[config.mk]
export PLATFORM = sky130hd
export DESIGN_NAME = puf_frame_ctrl
export DESIGN_NICKNAME = d
export VERILOG_FILES = /design/src/rtl/puf_frame_ctrl.sv
export SDC_FILE = /design/constraint.sdc
export NUM_CORES = 1
export LEC_CHECK = 0
export ABC_AREA = 1
export BUFFER_PORTS_ARGS = -buffer_cell sky130_fd_sc_hd__buf_2
export CORE_MARGIN = 1.5
export CORE_UTILIZATION = 40
export CTS_CLUSTER_SIZE = 8
export DETAILED_ROUTE_END_ITERATION = 7
export PLACE_DENSITY = 0.57
export SETUP_SLACK_MARGIN = 0.05
export SLEW_MARGIN = 5
export SYNTH_ARGS = -nofsm -noshare
export SYNTH_HDL_FRONTEND = slang
export SYNTH_SLANG_ARGS = --single-unit
[constraint.sdc]
create_clock -name clk -period 31.5 [get_ports clk]
set_input_delay 3.15 -clock clk [delete_from_list [all_inputs] [get_ports clk]]
set_output_delay 3.15 -clock clk [all_outputs]
set_load 0.01 [all_outputs]
[src/rtl/puf_frame_ctrl.sv]
// ---------------------------------------------------------------------------
// puf_frame_ctrl
//
// Challenge/response framing controller sitting between a UART byte layer
// and an arbiter PUF. A challenge of CHAL_BYTES bytes is assembled from the
// receive strobe (first byte lands in the MSB). The PUF is then preset with
// its race signal low for PRESET_CYCLES, fired with the signal high for
// EVAL_CYCLES, and its response is captured. The response is streamed back
// LSB byte first over a valid/ready handshake.
//
// Ports
//   clk            system clock
//   rst            asynchronous, active-high reset
//   rx_valid       single-cycle strobe qualifying rx_data
//   rx_data        received byte
//   tx_valid       outgoing byte available
//   tx_data        outgoing byte
//   tx_ready       byte accepted when tx_valid && tx_ready
//   puf_challenge  challenge presented to the PUF (held until the next
//                  complete challenge has been received)
//   puf_signal     PUF race launch signal (high only while firing)
//   puf_response   PUF response word
//   busy           high in every state other than IDLE and RECV
//   frame_done     one-cycle pulse after the last response byte is accepted
//   frame_err      one-cycle pulse after an inter-byte timeout
//   overrun        sticky flag: a byte arrived while busy (cleared by rst)
// ---------------------------------------------------------------------------
module puf_frame_ctrl #(
   parameter int CHAL_BYTES     = 16,
   parameter int RESP_BYTES     = 16,
   parameter int PRESET_CYCLES  = 1024,
   parameter int EVAL_CYCLES    = 1024,
   parameter int TIMEOUT_CYCLES = 100000
) (
   input  logic                    clk,
   input  logic                    rst,
   input  logic                    rx_valid,
   input  logic [7:0]              rx_data,
   output logic                    tx_valid,
   output logic [7:0]              tx_data,
   input  logic                    tx_ready,
   output logic [8*CHAL_BYTES-1:0] puf_challenge,
   output logic                    puf_signal,
   input  logic [8*RESP_BYTES-1:0] puf_response,
   output logic                    busy,
   output logic                    frame_done,
   output logic                    frame_err,
   output logic                    overrun
);

   localparam int CHAL_W  = 8 * CHAL_BYTES;
   localparam int RESP_W  = 8 * RESP_BYTES;
   localparam int CYC_MAX = (PRESET_CYCLES > EVAL_CYCLES) ? PRESET_CYCLES : EVAL_CYCLES;
   localparam int CYC_W   = $clog2(CYC_MAX + 1);
   localparam int IDLE_W  = $clog2(TIMEOUT_CYCLES + 1);
   localparam int BYTE_W  = $clog2(CHAL_BYTES + 1);
   localparam int REM_W   = $clog2(RESP_BYTES + 1);

   // Terminal compare values: every counter stops at these, so none can wrap.
   localparam logic [CYC_W-1:0]  PRESET_LAST = CYC_W'(PRESET_CYCLES - 1);
   localparam logic [CYC_W-1:0]  EVAL_LAST   = CYC_W'(EVAL_CYCLES - 1);
   localparam logic [IDLE_W-1:0] IDLE_LAST   = IDLE_W'(TIMEOUT_CYCLES - 1);
   localparam logic [BYTE_W-1:0] BYTE_LAST   = BYTE_W'(CHAL_BYTES - 1);
   localparam logic [REM_W-1:0]  REM_FULL    = REM_W'(RESP_BYTES);
   localparam logic [REM_W-1:0]  REM_ONE     = REM_W'(1);

   typedef enum logic [2:0] {
      ST_IDLE    = 3'd0,
      ST_RECV    = 3'd1,
      ST_PRESET  = 3'd2,
      ST_FIRE    = 3'd3,
      ST_CAPTURE = 3'd4,
      ST_SEND    = 3'd5
   } state_t;

   state_t              r_state;
   state_t              w_state_next;

   logic [CHAL_W-1:0]   r_shift;
   logic [CHAL_W-1:0]   r_chal;
   logic [RESP_W-1:0]   r_tx_shift;
   logic [BYTE_W-1:0]   r_byte_cnt;
   logic [IDLE_W-1:0]   r_idle_cnt;
   logic [CYC_W-1:0]    r_cyc_cnt;
   logic [REM_W-1:0]    r_rem_cnt;
   logic                r_frame_done;
   logic                r_frame_err;
   logic                r_overrun;

   logic [CHAL_W-1:0]   w_shift_next;
   logic                w_busy;
   logic                w_shift_en;
   logic                w_load_chal;
   logic                w_byte_clr;
   logic                w_byte_inc;
   logic                w_idle_clr;
   logic                w_idle_inc;
   logic                w_cyc_clr;
   logic                w_cyc_inc;
   logic                w_capture;
   logic                w_rem_load;
   logic                w_tx_adv;
   logic                w_done;
   logic                w_err;

   // New byte enters at the bottom so the first byte of a frame ends up in
   // the MSB. Written as a shift so it also holds for a one-byte challenge.
   assign w_shift_next = (r_shift << 8) | CHAL_W'(rx_data);

   assign w_busy = !((r_state == ST_IDLE) || (r_state == ST_RECV));

   // ------------------------------------------------------------------
   // State register
   // ------------------------------------------------------------------
   always_ff @(posedge clk or posedge rst) begin
      if (rst) begin
         r_state <= ST_IDLE;
      end else begin
         r_state <= w_state_next;
      end
   end

   // ------------------------------------------------------------------
   // Next-state and control strobes
   // ------------------------------------------------------------------
   always_comb begin
      w_state_next = r_state;
      w_shift_en   = 1'b0;
      w_load_chal  = 1'b0;
      w_byte_clr   = 1'b0;
      w_byte_inc   = 1'b0;
      w_idle_clr   = 1'b0;
      w_idle_inc   = 1'b0;
      w_cyc_clr    = 1'b0;
      w_cyc_inc    = 1'b0;
      w_capture    = 1'b0;
      w_rem_load   = 1'b0;
      w_tx_adv     = 1'b0;
      w_done       = 1'b0;
      w_err        = 1'b0;

      case (r_state)
         // IDLE and RECV share the byte path: the byte count is 0 in IDLE,
         // so a one-byte challenge completes directly from IDLE.
         ST_IDLE, ST_RECV: begin
            if (rx_valid) begin
               // A byte in the expiry cycle wins over the timeout.
               w_shift_en = 1'b1;
               w_idle_clr = 1'b1;
               if (r_byte_cnt == BYTE_LAST) begin
                  w_load_chal  = 1'b1;
                  w_byte_clr   = 1'b1;
                  w_cyc_clr    = 1'b1;
                  w_state_next = ST_PRESET;
               end else begin
                  w_byte_inc   = 1'b1;
                  w_state_next = ST_RECV;
               end
            end else if (r_state == ST_RECV) begin
               if (r_idle_cnt == IDLE_LAST) begin
                  w_err        = 1'b1;
                  w_byte_clr   = 1'b1;
                  w_idle_clr   = 1'b1;
                  w_state_next = ST_IDLE;
               end else begin
                  w_idle_inc = 1'b1;
               end
            end
         end

         ST_PRESET: begin
            if (r_cyc_cnt == PRESET_LAST) begin
               w_cyc_clr    = 1'b1;
               w_state_next = ST_FIRE;
            end else begin
               w_cyc_inc = 1'b1;
            end
         end

         // The response is sampled on the edge that ends the race window.
         ST_FIRE: begin
            if (r_cyc_cnt == EVAL_LAST) begin
               w_cyc_clr    = 1'b1;
               w_capture    = 1'b1;
               w_state_next = ST_CAPTURE;
            end else begin
               w_cyc_inc = 1'b1;
            end
         end

         ST_CAPTURE: begin
            w_rem_load   = 1'b1;
            w_state_next = ST_SEND;
         end

         ST_SEND: begin
            if (tx_ready) begin
               w_tx_adv = 1'b1;
               if (r_rem_cnt == REM_ONE) begin
                  w_done       = 1'b1;
                  w_state_next = ST_IDLE;
               end
            end
         end

         default: begin
            w_state_next = ST_IDLE;
         end
      endcase
   end

   // ------------------------------------------------------------------
   // Counters
   // ------------------------------------------------------------------
   always_ff @(posedge clk or posedge rst) begin
      if (rst) begin
         r_byte_cnt <= '0;
         r_idle_cnt <= '0;
         r_cyc_cnt  <= '0;
         r_rem_cnt  <= '0;
      end else begin
         if (w_byte_clr) begin
            r_byte_cnt <= '0;
         end else if (w_byte_inc) begin
            r_byte_cnt <= r_byte_cnt + BYTE_W'(1);
         end

         if (w_idle_clr) begin
            r_idle_cnt <= '0;
         end else if (w_idle_inc) begin
            r_idle_cnt <= r_idle_cnt + IDLE_W'(1);
         end

         if (w_cyc_clr) begin
            r_cyc_cnt <= '0;
         end else if (w_cyc_inc) begin
            r_cyc_cnt <= r_cyc_cnt + CYC_W'(1);
         end

         if (w_rem_load) begin
            r_rem_cnt <= REM_FULL;
         end else if (w_tx_adv) begin
            r_rem_cnt <= r_rem_cnt - REM_ONE;
         end
      end
   end

   // ------------------------------------------------------------------
   // Challenge / response datapath and status flags
   // ------------------------------------------------------------------
   always_ff @(posedge clk or posedge rst) begin
      if (rst) begin
         r_shift      <= '0;
         r_chal       <= '0;
         r_tx_shift   <= '0;
         r_frame_done <= 1'b0;
         r_frame_err  <= 1'b0;
         r_overrun    <= 1'b0;
      end else begin
         // A timed-out partial frame is discarded.
         if (w_err) begin
            r_shift <= '0;
         end else if (w_shift_en) begin
            r_shift <= w_shift_next;
         end

         if (w_load_chal) begin
            r_chal <= w_shift_next;
         end

         if (w_capture) begin
            r_tx_shift <= puf_response;
         end else if (w_tx_adv) begin
            r_tx_shift <= r_tx_shift >> 8;
         end

         r_frame_done <= w_done;
         r_frame_err  <= w_err;

         // Bytes arriving while busy are dropped; only the flag records them.
         if (rx_valid && w_busy) begin
            r_overrun <= 1'b1;
         end
      end
   end

   // Outputs decode registered state, so they clear as soon as rst asserts.
   assign tx_valid      = (r_state == ST_SEND);
   assign tx_data       = r_tx_shift[7:0];
   assign puf_challenge = r_chal;
   assign puf_signal    = (r_state == ST_FIRE);
   assign busy          = w_busy;
   assign frame_done    = r_frame_done;
   assign frame_err     = r_frame_err;
   assign overrun       = r_overrun;

endmodule

# Word level (Yosys, flattened, before mapping)
# Cells that the tools add are included.
# classes
n_reduce_logical	13
n_eq_ne	15
muxes	52
n_bitwise	1
n_addsub	4
# ops
cell	count
128-bit 2-to-1 mux	2
120-bit 2-to-1 mux	2
128-bit by 8-bit OR with 128-bit output	1
17-bit 2-to-1 mux	2
1-bit 2-to-1 mux	30
11-bit 2-to-1 mux	2
3-bit 2-to-1 mux	7
5-bit 2-to-1 mux	4
17-bit by 1-bit adder with 17-bit output (second input constant)	1
17-bit equality test (second input constant)	1
3-bit case mux with 5 select lines	1
2-bit nonzero test	6
11-bit by 1-bit adder with 11-bit output (second input constant)	1
11-bit by 10-bit equality test with 1-bit output (second input constant)	1
3-bit by 2-bit equality test with 1-bit output (second input constant)	2
3-bit equality test (second input constant)	2
2-bit by 1-bit != test with 1-bit output (second input constant)	3
3-bit != test (second input constant)	2
6-bit AND reduction	1
5-bit by 1-bit adder with 5-bit output (second input constant)	1
5-bit by 1-bit equality test with 1-bit output (second input constant)	1
5-bit by 4-bit equality test with 1-bit output (second input constant)	1
5-bit by 1-bit subtractor with 5-bit output (second input constant)	1
2-bit OR reduction	2
8 further kinds	8
# word_totals
ff_bits	420
wordCells	96
inputBits	140
out_inout_bits	142

# Longest topological paths before layout
# logic_depth
ltp_word	7
mapped_depth	11
mapped_depth_nobuf	11

# Worst setup path before layout
# OpenSTA, ideal clock, no wires.
# synth_path
path_kind	reg2out
start	reg r_state[0]
end	out busy
n_path_buf	0
path_slack_ps	27464
required_time_ps	28350
t_arrival_ps	886
path_stages_with_launch	5
cell_sequence	dfrtp_1 nor2_1 nand2_1 nand2_2 inv_1
# synth_between
elab_chain_cells	3
word_cells_on_any_way	4
classes_between	1 x eq/ne; 3 x reduce/logical
# synth_lines
element	line_no	rtl
start: declaration	76	state_t r_state;
start signal: assignment	119	r_state <= w_state_next;
3-bit by 1-bit equality test with 1-bit output or 3-bit zero test (tied branches)	110	assign w_busy = !((r_state == ST_IDLE) || (r_state == ST_RECV));
1-bit logical OR *	110	
1-bit zero test *	110	
end: declaration	45	output logic busy,
# Mark *: on every way between the ends. The rest lies on a longest branch, timed or not.

# Final worst setup path
# Same ends and word-level chain as after synthesis.

==> flow_results.xml <==
<?xml version="1.0" encoding="UTF-8"?>
<metrics>
  <group name="final_layout">
    <metric name="final_layout_size_suffix_gt1_share" unit="%">16.8</metric>
    <metric name="finalNetCount" unit="">2356</metric>
    <metric name="count_of_fill_cells_added_during_filler_insertion" unit="">4250</metric>
    <metric name="post-route-util" unit="%">47.7</metric>
    <metric name="stdcell_area" unit="um2">20500</metric>
    <metric name="areaGrowthSynthToFinish" unit="%">17.8</metric>
  </group>
  <group name="timing">
    <metric name="worst_clock_skew" unit="ns">0.0180</metric>
    <metric name="setup-tns-final" unit="ns">0</metric>
    <metric name="setup-violations-final" unit="">0</metric>
    <metric name="achievable-frequency" unit="MHz">200</metric>
    <metric name="finalHoldWorstSlack" unit="ns">0.461</metric>
    <metric name="timing.final.hold_violations" unit="">0</metric>
    <metric name="final_min_period_over_clock_period" unit="%">15.8</metric>
    <metric name="finalMaxSlewViolations" unit="">0</metric>
    <metric name="rsz_0062_raised_after_global_routing" unit="">false</metric>
    <metric name="worst_slew_margin_rel" unit="%">30.8</metric>
    <metric name="worst-slew-pin-transition" unit="ns">1.04</metric>
    <metric name="fin_crit" unit="ns">4.99</metric>
  </group>
  <group name="floorplanning">
    <metric name="core_area" unit="um2">43000</metric>
    <metric name="rows" unit="">76</metric>
    <metric name="die_w" unit="um">212</metric>
    <metric name="io-pin-count" unit="">282</metric>
    <metric name="fp.dieArea" unit="um2">44700</metric>
    <metric name="floorplan.die.height" unit="um">212</metric>
    <metric name="initial_core_util" unit="%">40.5</metric>
  </group>
  <group name="synthesis">
    <metric name="async_flop_share" unit="%">100</metric>
    <metric name="post_synth_top_flop" unit="">sky130_fd_sc_hd__dfrtp_1</metric>
    <metric name="netlist_area" unit="um2">17400</metric>
    <metric name="postSynthNetCount" unit="">2110</metric>
    <metric name="synth-compound-area-share" unit="%">8.38</metric>
    <metric name="synth_fa_ha_area_share" unit="%">0.432</metric>
    <metric name="synthDistinctLibCells" unit="">32</metric>
    <metric name="synth_mux_area_share" unit="%">0</metric>
    <metric name="synth.avg_cell_area" unit="um2">8.85</metric>
    <metric name="synthCells" unit="">1964</metric>
    <metric name="synth_simple_gate_area_share" unit="%">22.4</metric>
    <metric name="synth-seq-area-share" unit="%">60.4</metric>
    <metric name="largest_family_of_logic_cells_by_synthesized_area" unit="">simple AND/OR/NAND/NOR gates</metric>
    <metric name="number_of_enable_type_register_cells_in_the_synthesized_netlist" unit="">0</metric>
    <metric name="ys_seq_elements" unit="">420</metric>
    <metric name="ys.warnings.count" unit="">0</metric>
    <metric name="parity_gate_share_of_the_synthesized_area_counting_xor_and_xnor_cells" unit="%">0.453</metric>
  </group>
  <group name="critical_path">
    <metric name="worst_r2r_src" unit="">r_cyc_cnt[0]$_DFFE_PP0P_</metric>
    <metric name="worst_setup_sp_type" unit="">flip-flop</metric>
    <metric name="critPathMaxFanout" unit="">8</metric>
    <metric name="critPathArrivalTime" unit="ns">1.84</metric>
    <metric name="critical_path_class" unit="">reg -&gt; out</metric>
    <metric name="cp_data_required_time" unit="ns">28.35</metric>
    <metric name="worst_setup_path_end_kind" unit="">output pin</metric>
    <metric name="crit_start" unit="">r_state[0]$_DFFE_PP0P_</metric>
  </group>
  <group name="pwr">
    <metric name="vdd.ir_drop.worst" unit="V">0.0000360</metric>
    <metric name="p_leak" unit="uW">0.0103</metric>
    <metric name="power_per_cell_area" unit="nW/um2">54.5</metric>
  </group>
  <group name="detailed_routing">
    <metric name="vias" unit="">13500</metric>
    <metric name="detail_route.vias_per_cell" unit="">4.81</metric>
    <metric name="ant_nets" unit="">0</metric>
    <metric name="drc" unit="">0</metric>
    <metric name="routed_wire_length_per_instance" unit="um">15.8</metric>
    <metric name="drt_pass1_iterations" unit="">5</metric>
    <metric name="finalWirelength" unit="mm">44.3</metric>
    <metric name="initialDrtViolationCount" unit="">837</metric>
  </group>
  <group name="global_route">
    <metric name="globalRouteTotalUtil" unit="%">19.9</metric>
    <metric name="wire_length_of_the_first_global_routing_pass" unit="mm">71.3</metric>
    <metric name="grt_start_max_net_pins" unit="">188</metric>
    <metric name="grt_pass1_vias" unit="">13600</metric>
    <metric name="global_route.overflow_total" unit="">0</metric>
    <metric name="grt_antenna_before_repair" unit="">2</metric>
  </group>
  <group name="place">
    <metric name="placement.cell_area" unit="um2">18900</metric>
    <metric name="dp_hpwl" unit="mm">28.9</metric>
    <metric name="placement.io_buffers" unit="">281</metric>
    <metric name="finalWeightedCongestion" unit="">0.818</metric>
  </group>
  <group name="cts">
    <metric name="clockBufferDepth" unit="">3</metric>
    <metric name="numCtsBuffers" unit="">58</metric>
    <metric name="clk_transition_reported_paths" unit="ns">0.05</metric>
    <metric name="clock_sinks" unit="">420</metric>
    <metric name="post_cts_resize_count" unit="">0</metric>
    <metric name="clk-insertion-delay-late" unit="ns">0.60</metric>
    <metric name="tritoncts" unit="">built</metric>
    <metric name="clock_tree.htree_level_count" unit="">2</metric>
    <metric name="cts_hold_buffers" unit="">0</metric>
    <metric name="post-cts-setup-buffers" unit="">0</metric>
    <metric name="ctsRootBufferMaster" unit="">sky130_fd_sc_hd__clkbuf_16</metric>
  </group>
  <group name="job">
    <metric name="max_cap_violations" unit="">0</metric>
  </group>
  <group name="run_status">
    <metric name="run_status" unit="">finished clean</metric>
  </group>
  <group name="hold_path">
    <metric name="worst_hold_path_type" unit="">reg -&gt; reg</metric>
    <metric name="min-delay-start" unit="">r_rem_cnt[3]$_DFFE_PP0P_</metric>
  </group>
</metrics>
[power by group]
group	leakage, uW	switching (uW)	internal (uW)
Combinational	0.00374	14.4	6.68
Clock	0.000764	223	332
Sequential	0.00581	0.0361	541
[flip-flops by register name, indices dropped and copies added (netlist names)]
name / count
r_cyc_cnt: 11
r_idle_cnt: 17
frame_done: 1
frame_err: 1
overrun: 1
r_shift: 120
r_tx_shift: 128
r_state: 3
r_byte_cnt: 5
r_rem_cnt: 5
puf_challenge: 128
[worst paths after layout]
| path | end | cells past startpoint | slack, ns |
|---|---|---|---|
| max in group asynchronous | puf_challenge[127]$_DFFE_PP0P_ | 3 | 27.36 |
| worst min-delay path | r_rem_cnt[3]$_DFFE_PP0P_ | 1 | 0.46 |
| min in group asynchronous | r_shift[85]$_DFFE_PP0P_ | 2 | 2.66 |
| worst min register to register | r_rem_cnt[3]$_DFFE_PP0P_ | 1 | 0.46 |
| worst max-delay path | busy | 5 | 26.51 |
| worst max register to register | r_tx_shift[51]$_DFFE_PP0P_ | 9 | 28.38 |
[worst max-delay path, cell delays in order, from the launching register on]
cell and delay (ns):
sky130_fd_sc_hd__dfrtp_1 0.46, sky130_fd_sc_hd__nor2_1 0.22, sky130_fd_sc_hd__nand2_1 0.10, sky130_fd_sc_hd__nand2_2 0.26, sky130_fd_sc_hd__inv_1 0.06, sky130_fd_sc_hd__buf_2 0.14
[through the flow]
| stage | total power [uW] | instances | setup slack, ns |
|---|---|---|---|
| floorplan | 558 | 1964 | 16.66 |
| global placement | 571 | 2735 | 26.15 |
| detailed placement | 572 | 2735 | 26.10 |
| CTS | 1140 | 2798 | 26.46 |
| global route | 1160 | 2798 | 26.35 |
| finish | 1120 | 2802 | 26.51 |
[synth_stat cells (all sizes together), types with 3 or more instances]
cell type,count,area (um2)
a21oi,14,70.1
a22oi,6,45.0
buf,81,647
clkbuf,23,86.3
dfrtp,420,10500
ha,6,75.1
inv,169,634
nand2,739,2790
nand3,142,721
nand3b,3,22.5
nand4,5,31.3
nor2,74,295
o21ai,261,1310
xor2,7,61.3
[cell type report]
cell class                 count  area (um2)  area share, %
antenna                        4        10.0         0.0489
clock buffer                  61        1500           7.34
clock inverter                 2        60.1          0.293
inverter                     169         642           3.13
multi-input combinational   1271        5550           27.1
sequential                   420       10500           51.3
tap                          585         732           3.57
timing repair buffer         290        1490           7.25
[cells in the final DEF, fill, tap and decap left out, drive strengths merged]
cell type    n
a21oi       14
a22oi        6
and3         1
buf        290
clkbuf      61
clkinv       2
dfrtp      420
diode        4
ha           6
inv        169
nand2      739
nand3      142
nand3b       3
nand4        5
nor2        74
nor3         2
nor3b        1
nor4         1
o211ai       1
o21ai      261
o21bai       2
o22ai        2
or2          2
xnor2        2
xor2         7
[layer usage]
layer / track usage, % / share of wire [%] / vias up
met2: 32.1 / 46 / 340
met1: 26.2 / 44 / 6444
met5: 0 / 0 / -
met4: 5.81 / 2.1 / 0
met3: 5.55 / 7.8 / 68
li1: - / - / 6639
[kinds of logic (layout without fill, tap and decap cells)]
logic type,Yosys count,in the layout
other,0,4
buffers and inverters,273,522
DFF,420,420
adders and majority gates,6,6
xor gates and xnor gates,9,9
AOI/OAI and AO/OA,286,286
and+or+nand+nor,970,970
No activity file was read; power rests on OpenSTA's default activity.
